<file path="src/rtl/full_adder.sv">
// Registered ripple-carry adder cell with carry, signed-overflow and zero flags.
// WIDTH=1 is the single-bit building block; wider instances chain per-bit cells.

// One bit of the ripple chain: sum and majority carry.
module full_adder_bit (
  input  logic a,
  input  logic b,
  input  logic ci,
  output logic s,
  output logic co
);
  assign s  = a ^ b ^ ci;
  assign co = (a & b) | (a & ci) | (b & ci);
endmodule

module full_adder #(
  parameter int WIDTH = 1
) (
  input  logic             clk,
  input  logic             rst,
  input  logic             in_valid,
  input  logic [WIDTH-1:0] A,
  input  logic [WIDTH-1:0] B,
  input  logic             Cin,
  output logic [WIDTH-1:0] S,
  output logic             Cout,
  output logic             V,
  output logic             Z,
  output logic             out_valid
);

  // c[i] is the carry into bit i; c[WIDTH] leaves the MSB.
  logic [WIDTH:0]   c;
  logic [WIDTH-1:0] sum;

  assign c[0] = Cin;

  for (genvar i = 0; i < WIDTH; i++) begin : g_bit
    full_adder_bit u_bit (
      .a  (A[i]),
      .b  (B[i]),
      .ci (c[i]),
      .s  (sum[i]),
      .co (c[i+1])
    );
  end

  // Overflow when carry into and out of the sign bit differ; for WIDTH=1
  // the carry into the sign bit is Cin itself.
  logic ovf;
  logic zro;
  assign ovf = c[WIDTH] ^ c[WIDTH-1];
  assign zro = ~|sum;

  // Result registers: load on accepted input, hold otherwise; reset wins.
  always_ff @(posedge clk) begin
    if (rst) begin
      S         <= '0;
      Cout      <= 1'b0;
      V         <= 1'b0;
      Z         <= 1'b1;
      out_valid <= 1'b0;
    end else begin
      out_valid <= in_valid;
      if (in_valid) begin
        S    <= sum;
        Cout <= c[WIDTH];
        V    <= ovf;
        Z    <= zro;
      end
    end
  end

endmodule

</file>
<file path="config.mk">
export PLATFORM = sky130hd
export DESIGN_NAME = full_adder
export DESIGN_NICKNAME = d
export VERILOG_FILES = /design/src/rtl/full_adder.sv
export SDC_FILE = /design/constraint.sdc
export NUM_CORES = 1
export LEC_CHECK = 0
export BUFFER_PORTS_ARGS = -buffer_cell sky130_fd_sc_hd__buf_2
export CAP_MARGIN = 15
export CELL_PAD_IN_SITES_DETAIL_PLACEMENT = 1
export CELL_PAD_IN_SITES_GLOBAL_PLACEMENT = 2
export CORE_AREA = 5 5 42 44
export DETAILED_ROUTE_END_ITERATION = 16
export DIE_AREA = 0 0 47 49
export GPL_TIMING_DRIVEN = 0
export PLACE_DENSITY_LB_ADDON = 0.2
export RECOVER_POWER = 50
export SLEW_MARGIN = 20
export SYNTH_ARGS = -nofsm -noshare
export SYNTH_HDL_FRONTEND = slang
export SYNTH_SLANG_ARGS = --single-unit
</file>
<file path="constraint.sdc">
create_clock -name clk -period 1.7 [get_ports clk]
set_input_delay 0.085 -clock clk [delete_from_list [all_inputs] [get_ports clk]]
set_output_delay 0.085 -clock clk [all_outputs]
set_load 0.1 [all_outputs]
</file>
## Word-level counts from Yosys, hierarchy flattened

Index checks and enable logic that the tools add are counted.
W data, S select, Z words.

| word-level totals | value |
|---|---|
| bits in registers | 5 |
| bits of input ports | 6 |
| output and inout port bits | 5 |
| logic and storage cells | 14 |

| cells by class | value |
|---|---|
| bitwise gates (word level) | 8 |
| reductions and logical operators | 1 |

Operators with widths:

| kind | count |
|---|---|
| $and A1 B1 Y1 | 3 |
| $xor A1 B1 Y1 | 3 |
| $or A1 B1 Y1 | 2 |
| $logic_not A1 Y1 | 1 |

## Longest topological paths before layout

Gate-level depths: netlist of run 1.

| depth | value |
|---|---|
| depth in word-level cells | 4 |
| gate-level depth with buffers | 4 |
| depth with buffers taken out | 4 |

## By module

From an unflattened synthesis of run 1, not the netlist that was laid out.

| unflattened totals | value |
|---|---|
| cells, all modules | 17 |
| area, all modules | 188.9 um^2 |

By module, submodules not included:

| module | instances | cells an instance | area an instance (um^2) | sequential area each (um^2) |
|---|---|---|---|---|
| full_adder | 1 | 16 | 168.9 | 100.1 |
| full_adder_bit | 1 | 1 | 20.0 | 0.0 |

## Worst setup path before layout of run 1

OpenSTA, ideal clock, no wires.

| timing | value |
|---|---|
| path kind | flip-flop to flip-flop |
| from | register, netlist name V |
| to | register V |
| setup time | 57 ps |
| arrival | 1,270 ps |
| required time | 1,643 ps |
| setup slack | 373 ps |
| stages on the path, launching flop included | 3 |
| path buffers | 0 |
| clock period less this slack | 1,327 ps |
| cell sequence | dfxtp_1 nor3b_1 a21o_1 |

RTL lines:

| element | RTL line | text |
|---|---|---|
| end signal: assignment | 68 | `V <= ovf;` |
| end: declaration | 27 | `output logic V,` |

## Final worst setup path of run 1

| timing | value |
|---|---|
| from | register Z |
| to | output port Z |

RTL lines:

| element | RTL line | text |
|---|---|---|
| start: declaration | 28 | `output logic Z,` |
| start signal: assignment | 69 | `Z <= zro;` |

No word-level cell between the ends.

==> flow_metrics.tcl, run 1 <==
set metrics [dict create \
    max_slew_margin 0.6772 \
    drv_slew 0 \
    die_y_um 49 \
    hp-start "rst" \
    cts_buffer_depth 2 \
    crit_path_max_incr_delay_ns 0.43 \
    status "finished clean" \
    syn_area_per_cell_um2 10.60 \
    seqCellArea_um2 100.1 \
    finalSetupTns_ns 0 \
    cts-root-buf "clkbuf_4" \
    grt_pass1_vias 201 \
    place.gp.congestion 0.6604 \
    initial_utilization 0.1437 \
    cts_tree "built" \
    coreArea_um2 1401 \
    cts_hold_buf 0 \
    ys_types 12 \
    dpl-instance-area_um2 271.5 \
    rows 14 \
    cts_buffers 3 \
    track_usage 0.05152 \
    worstPathRequired_ns 1.62 \
    clk_pin_slew_ns 0.04 \
    cp_max_fo 2 \
    cts_setup_buffers 0 \
    fin_area_um2 296.5 \
    skew_ns 0 \
    crit_buf_inv 1 \
    syn_nets 26 \
    antenna_found_initial 0 \
    crit_path_start "Z$_SDFFE_PP1P_" \
    ys_seq_area_frac 0.4969 \
    cp-start-kind "flip-flop" \
    vias_per_cell 3.531 \
    die_area_um2 2303 \
    syn2layout_area_growth_pct 47.20 \
    drt_iter0_drc 0 \
    ys_warn_count 0 \
    worstReg2RegStart "V$_SDFFE_PP0P_" \
    worst_pin_slew_ns 0.4876 \
    worst_setup_path_end_kind "output port" \
    worstSetupPathType "reg2out" \
    finalCriticalPeriod_ns 1.069 \
    min_path_type "in2reg" \
    power.density_nw_per_um2 1249 \
    leakage_nw 0.1558 \
    dp_cells 45 \
    multi_input_area_um2 86.33 \
    cts_resized 0 \
    max_freq_ghz 0.9354 \
    wl_um 475 \
    grt_pass1_wl_um 759 \
    portBuffers 10 \
    ios 11 \
    clock_latency_ns 0.23 \
    setup_viol 0 \
    drive_gt1_frac 0.3939 \
    path_cells "buf_2" \
    ctsHtreeMaxLevel 1 \
    ant_nets 0 \
    utilization 0.2116 \
    cp_slowest_cell "buf_2" \
    stdcell_count 49 \
    die-width_um 47 \
    avgRoutedWirePerCell_um 9.694 \
    hold_viol_final 0 \
    ir_drop_v 0.0002331 \
    finalCritPeriodShare 0.6289 \
    synth_area_um2 201.4 \
    firstDrtPassIters 1 \
    nets 41 \
    num_vias 173 \
    crit_family "buffers and inverters" \
    rsz0062_at_grt "no" \
    grt_max_degree 8 \
    syn_inst 19 \
    final_common_cell "buf_2" \
    hold_ws_ns 0.08373 \
    cap_viol_max_count 0 \
    drcViolationCount 0 \
    most-common-layout-cells "buf_2, dfxtp_1, inv_1" \
    antenna_cells 0 \
    grt_overflow 0 \
    nFillCells 183 \
    ys_ff_latch 5 \
    arrival_ns 0.98 \
    clock-sinks 5 \
]
worst paths after layout:
| path | to | slack, ns | cells after the start |
|---|---|---|---|
| worst min register to register | S$_SDFFE_PP0P_ | 0.44 | 1 |
| worst min-delay path | out_valid$_SDFF_PP0_ | 0.08 | 2 |
| worst max register to register | V$_SDFFE_PP0P_ | 1.00 | 2 |
| worst max-delay path | Z | 0.63 | 1 |
layout make-up:
| class | instances | area share |
|---|---|---|
| timing repair buffer | 10 | 0.1646 |
| multi-input combinational | 10 | 0.2911 |
| inverter | 4 | 0.05063 |
| tap | 16 | 0.06751 |
| sequential | 5 | 0.3376 |
| clock buffer | 4 | 0.08861 |
cells in the mapped netlist:
cell      n  area share
a21oi_1   1       0.025
inv_1     4       0.075
a21o_1    1       0.037
dfxtp_1   5        0.50
o21ai_0   1       0.025
nor3b_1   1       0.037
o21a_1    1       0.037
fa_1      1       0.099
nor2_1    1       0.019
nor2b_4   1       0.068
a211oi_1  1       0.037
xnor2_1   1       0.043
state kept, by name (all words and copies together), names as in the netlist:
signal	flops
Cout	1
S	1
V	1
Z	1
out_valid	1
layer usage:
metal	vias to the layer above	routed length (µm)	global-route usage
li1	88	-	-
met3	0	33	0.02214
met5	-	0	0
met1	79	164	0.03761
met4	0	0	0.06912
met2	6	277	0.07919
cell families (layout without fill, tap and decap cells):
logic type / after synthesis / count (layout) / synth area share
AOI/OAI and AO/OA: 5 / 5 / 0.1615
DFF: 5 / 5 / 0.4969
buffers and inverters: 4 / 18 / 0.07451
and+or+nand+nor: 3 / 3 / 0.1242
adders and majority gates: 1 / 1 / 0.09938
xor gates and xnor gates: 1 / 1 / 0.04349
where the power goes:
group / total, mW / switching [mW] / internal (mW)
sequential: 0.131 / 0.00383 / 0.127
clock: 0.132 / 0.0438 / 0.0884
combinational: 0.107 / 0.0852 / 0.0219
through the flow:
stage	setup WS, ns	power [mW]
global placement	0.6109	0.2398
CTS	0.6059	0.3816
detailed placement	0.5830	0.2418
finish	0.6309	0.3703
floorplan	0.3734	0.2186
global route	0.5827	0.3943
(Power assumes the default switching activity.)
==> run 2, diff against run 1 <==
- clock period: 1.7 -> 1 ns (I/O delays scaled with it)
==> flow_metrics.tcl, run 2 (synthesis gave the netlist of run 1 again) <==
set metrics [dict create \
    status "finished clean" \
    die_y_um 49 \
    ir_drop_v 0.0003327 \
    rsz0062_at_grt "no" \
    num_vias 171 \
    cp-start-kind "flip-flop" \
    place.gp.congestion 0.6581 \
    grt-busiest-layer "met4" \
    worst-path-stages 1 \
    setup_viol 0 \
    clock_latency_ns 0.24 \
    nets 41 \
    portBuffers 10 \
    grt_pass1_wl_um 759 \
    finalCriticalPeriod_ns 0.9036 \
    crit_family "buffers and inverters" \
    cts_tree "built" \
    r2r.worst_path.cells 2 \
    vias_per_cell 3.490 \
    drive_gt1_frac 0.5152 \
    hold_viol_final 0 \
    nFillCells 178 \
    grt_max_degree 8 \
    antenna_found_initial 0 \
    worstSetupPathType "reg2out" \
    cts-root-buf "clkbuf_4" \
    track_usage 0.04947 \
    cp_slowest_cell "clkbuf_4" \
    swShare 0.3610 \
    max_slew_margin 0.8000 \
    avgRoutedWirePerCell_um 9.041 \
    drcViolationCount 0 \
    die-width_um 47 \
    ant_nets 0 \
    wl_um 443 \
    hpwlAfterDp_um 380.5 \
    finalCritPeriodShare 0.9036 \
    rows 14 \
    most-common-layout-cells "inv_1, clkbuf_4, buf_2, buf_4, dfxtp_2" \
    initial_utilization 0.1437 \
    power.density_nw_per_um2 2047 \
    use_met1 0.04444 \
    dpl-instance-area_um2 279.0 \
    pwr-share-clk 0.361 \
    worst_pin_slew_ns 0.3017 \
    ios 11 \
    finalSetupTns_ns 0 \
    drv_slew 0 \
    crit_path_max_incr_delay_ns 0.32 \
    fin_area_um2 316.6 \
    cts_buffer_depth 2 \
    path_cells "clkbuf_4" \
    netSwitchingPower_mw 0.2339 \
    cp_max_fo 1 \
    crit_buf_inv 1 \
    firstDrtPassIters 2 \
    worst_setup_path_end_kind "output port" \
    hold_path_depth 2 \
    groute.layer.met3.usage 0.02583 \
    internal_power_mw 0.4141 \
    die_area_um2 2303 \
    cts_resized 5 \
    clock-sinks 5 \
    syn2layout_area_growth_pct 57.14 \
    grt_pass1_vias 200 \
    worstPathRequired_ns 0.95 \
    leakage_nw 0.1589 \
    cap_viol_max_count 0 \
    multi_input_area_um2 86.33 \
    max_freq_ghz 1.107 \
    arrival_ns 0.85 \
    cts_hold_buf 0 \
    drt_iter0_drc 1 \
    cts_setup_buffers 0 \
    cts_buffers 3 \
    combPwrFrac 0.293 \
    antenna_cells 0 \
    clk_pin_slew_ns 0.05 \
    skew_ns 0 \
    ctsHtreeMaxLevel 1 \
    use_met2 0.06335 \
    grt_overflow 0 \
    p_seq_frac 0.346 \
    min_path_type "in2reg" \
    coreArea_um2 1401 \
    seqCellArea_um2 107.6 \
]
## run 2: layout make-up
type | count | area share
timing repair buffer | 10 | 0.1937
sequential | 5 | 0.3399
clock buffer | 4 | 0.08300
inverter | 4 | 0.04743
tap | 16 | 0.06324
multi-input combinational | 10 | 0.2727
## run 2: worst reg2reg max path: stages, from the launching register on
cell	delay, ns
dfxtp_2	0.31
nor3b_1	0.13
a21o_1	0.16
## run 2: final timing paths
check                       start  slack, ns                   end
max          out_valid$_SDFF_PP0_        0.1             out_valid
min                           rst       0.04  out_valid$_SDFF_PP0_
max reg2reg        V$_SDFFE_PP0P_       0.29        V$_SDFFE_PP0P_
min reg2reg        S$_SDFFE_PP0P_       0.44        S$_SDFFE_PP0P_
## run 2: layer usage
layer | share of wire | wire length (µm) | up-vias
met5 | 0 | 0 | -
met4 | 0 | 0 | 0
met3 | 0.077 | 34 | 0
met2 | 0.55 | 245 | 6
met1 | 0.37 | 162 | 77
li1 | - | - | 88
## run 2: power groups by stage
stage | combinational, mW | sequential [mW] | clock (mW)
floorplan | 0.0319 | 0.342 | 0
global placement | 0.183 | 0.226 | 0
detailed placement | 0.184 | 0.228 | 0
CTS | 0.193 | 0.225 | 0.244
global route | 0.199 | 0.226 | 0.256
finish | 0.190 | 0.224 | 0.234
## run 2: metrics by stage
stage	hold slack (ns)	power [mW]	util	cells	setup slack (ns)
final	0.04386	0.6480	0.2259	49	0.09645
after global routing	0.05146	0.6816	0.2259	49	0.07037
after CTS	0.03598	0.6625	0.2268	49	0.08470
after detailed placement	0.2935	0.4113	0.1991	45	-0.07388
after global placement	0.2878	0.4090	0.1991	45	-0.05336
after floorplan	0.1130	0.3742	-	19	-0.02182
==> run 3, diff against run 2 <==
- SYNTH_HIERARCHICAL: default -> 1
==> flow_metrics.tcl, run 3 <==
set metrics [dict create \
    worstPathRequired_ns 0.95 \
    power.density_nw_per_um2 2107 \
    avgRoutedWirePerCell_um 10.06 \
    timing.rr.end "Z$_SDFFE_PP1P_" \
    num_vias 171 \
    drive_gt1_frac 0.4839 \
    clk_pin_slew_ns 0.04 \
    hold_viol_final 0 \
    dpl-instance-area_um2 266.5 \
    crit_buf_inv 1 \
    synth_top_family_by_area "simple AND/OR/NAND/NOR gates" \
    synth_area_leader_cell "dfxtp_1" \
    grt_pass1_wl_um 800 \
    synth_mux_area_frac 0.05298 \
    grt_overflow 0 \
    most-common-layout-cells "buf_4, dfxtp_2, clkbuf_4, clkbuf_1, buf_2" \
    drt_iter0_drc 0 \
    hold_path_depth 2 \
    die_area_um2 2303 \
    portBuffers 10 \
    dpl_worst_slack_ns -0.07521 \
    synth.most_common_cell "dfxtp_1" \
    worstSetupPathType "reg2out" \
    cts_setup_buffers 0 \
    synth_top_cell_area_share 0.5298 \
    drv_slew 0 \
    r2r.worst_path.cells 2 \
    rsz0062_at_grt "no" \
    ys_top_cells_by_area "dfxtp_1, fa_1, mux2i_1" \
    ios 11 \
    nets 39 \
    status "finished clean" \
    synthXorXnorAreaFrac 0.04636 \
    cts_buffers 3 \
    wl_um 473 \
    syn_inst 17 \
    initial_utilization 0.1348 \
    ys_seq_area_frac 0.5298 \
    holdPathEnd "S$_SDFFE_PP0P_" \
    crit_family "flip-flops" \
    track_usage 0.05501 \
    final_common_cell "buf_4" \
    synthArstFlopShare 0 \
    antenna_cells 0 \
    synthFlopType "dfxtp_1" \
    drcViolationCount 0 \
    coreArea_um2 1401 \
    dp_cells 43 \
    ys_types 12 \
    ant_nets 0 \
    die_y_um 49 \
    synth_compound_area_frac 0.1060 \
    max_slew_margin 0.8212 \
    synth-simple-area-share 0.1589 \
    ys_warn_count 6 \
    worst_pin_slew_ns 0.2683 \
    finalCriticalPeriod_ns 0.8986 \
    antenna_found_initial 0 \
    clock_latency_ns 0.24 \
    ff2ff_setup_slack_ns 0.18 \
    grt_pass1_vias 200 \
    grt_max_degree 8 \
    rows 14 \
    vias_per_cell 3.638 \
    syn_area_per_cell_um2 11.11 \
    clock-sinks 5 \
    place.gp.congestion 0.6264 \
    cp-start-kind "flip-flop" \
    worstReg2RegStart "Z$_SDFFE_PP1P_" \
    min_path_type "in2reg" \
    cp_max_fo 2 \
    stdcell_count 47 \
    synth_area_um2 188.9 \
    path_cells "buf_4" \
    skew_ns 0 \
    firstDrtPassIters 1 \
    cts_buffer_depth 2 \
    synth_common_cells "dfxtp_1, nor2_1" \
    cap_viol_max_count 0 \
    hp-start "rst" \
    cp_slowest_cell "dfxtp_4" \
    fin_area_um2 302.8 \
    ys_ff_latch 5 \
    cts-root-buf "clkbuf_4" \
    syn2layout_area_growth_pct 60.26 \
    synthAdderAreaFrac 0.1060 \
    ir_drop_v 0.0005989 \
    setup_ws_ns 0.1014 \
    cts_tree "built" \
    finalCritPeriodShare 0.8986 \
    leakage_nw 0.1284 \
    arrival_ns 0.85 \
    setup_viol 0 \
    max_freq_ghz 1.113 \
    ctsHtreeMaxLevel 1 \
    syn_nets 24 \
    die-width_um 47 \
    worst_setup_path_end_kind "output port" \
    synth_enable_flop_cells 0 \
    p_total_mw 0.6379 \
    crit_path_max_incr_delay_ns 0.33 \
    nFillCells 173 \
]
-- run 3: cells by family after synthesis --
| family | Yosys count |
|---|---|
| fa+ha+maj | 1 |
| mux | 1 |
| flops | 5 |
| xor+xnor | 1 |
| compound gates | 3 |
| simple gates | 6 |
-- run 3: repair_timing --
item                                    CTS  global route
resized for setup                         5             0
endpoints found under the setup margin    5             0
hold buffers                              0             0
-- run 3: worst max-delay path by stage --
stage                                 to  cells past startpoint  slack (ns)            from
final                                  Z                      1        0.10  Z$_SDFFE_PP1P_
after global routing                   V                      1        0.07  V$_SDFFE_PP0P_
after CTS                              Z                      1        0.09  Z$_SDFFE_PP1P_
after detailed placement  V$_SDFFE_PP0P_                      4       -0.08               A
after global placement    V$_SDFFE_PP0P_                      4       -0.06               A
after floorplan           V$_SDFFE_PP0P_                      2        0.01  V$_SDFFE_PP0P_
-- run 3: layout make-up --
| type | instances | area, µm² | share of cell area |
|---|---|---|---|
| repair buffers | 10 | 60.06 | 0.1983 |
| well taps | 16 | 20.02 | 0.06612 |
| clock buffers | 4 | 26.28 | 0.08678 |
| flip-flops and latches | 5 | 107.6 | 0.3554 |
| multi-input cells | 12 | 88.84 | 0.2934 |
-- run 3: metrics by stage --
stage	hold slack [ns]	util	TNS, ns
final	0.02820	0.2161	0
after global routing	0.01798	0.2161	0
after CTS	0.02298	0.2179	0
after detailed placement	0.2847	0.1902	-0.1175
after global placement	0.2780	0.1902	-0.08225
after floorplan	0.1117	-	0
-- run 3: report_power, final --
part           internal [mW]  total (mW)  leakage (nW)  switching (mW)
Clock                  0.151       0.232        0.0150          0.0812
Combinational         0.0433       0.182        0.0709           0.139
Sequential             0.217       0.224        0.0425         0.00680
-- run 3: routing by layer --
metal  part of all wire  routed length [µm]  up-vias  track usage
met5                  0                   0        -            0
met4              0.036                  17        0      0.06912
met3               0.10                  49        2      0.03690
met2               0.49                 233       10      0.06561
met1               0.37                 173       75      0.05298
li1                   -                   -       84            -
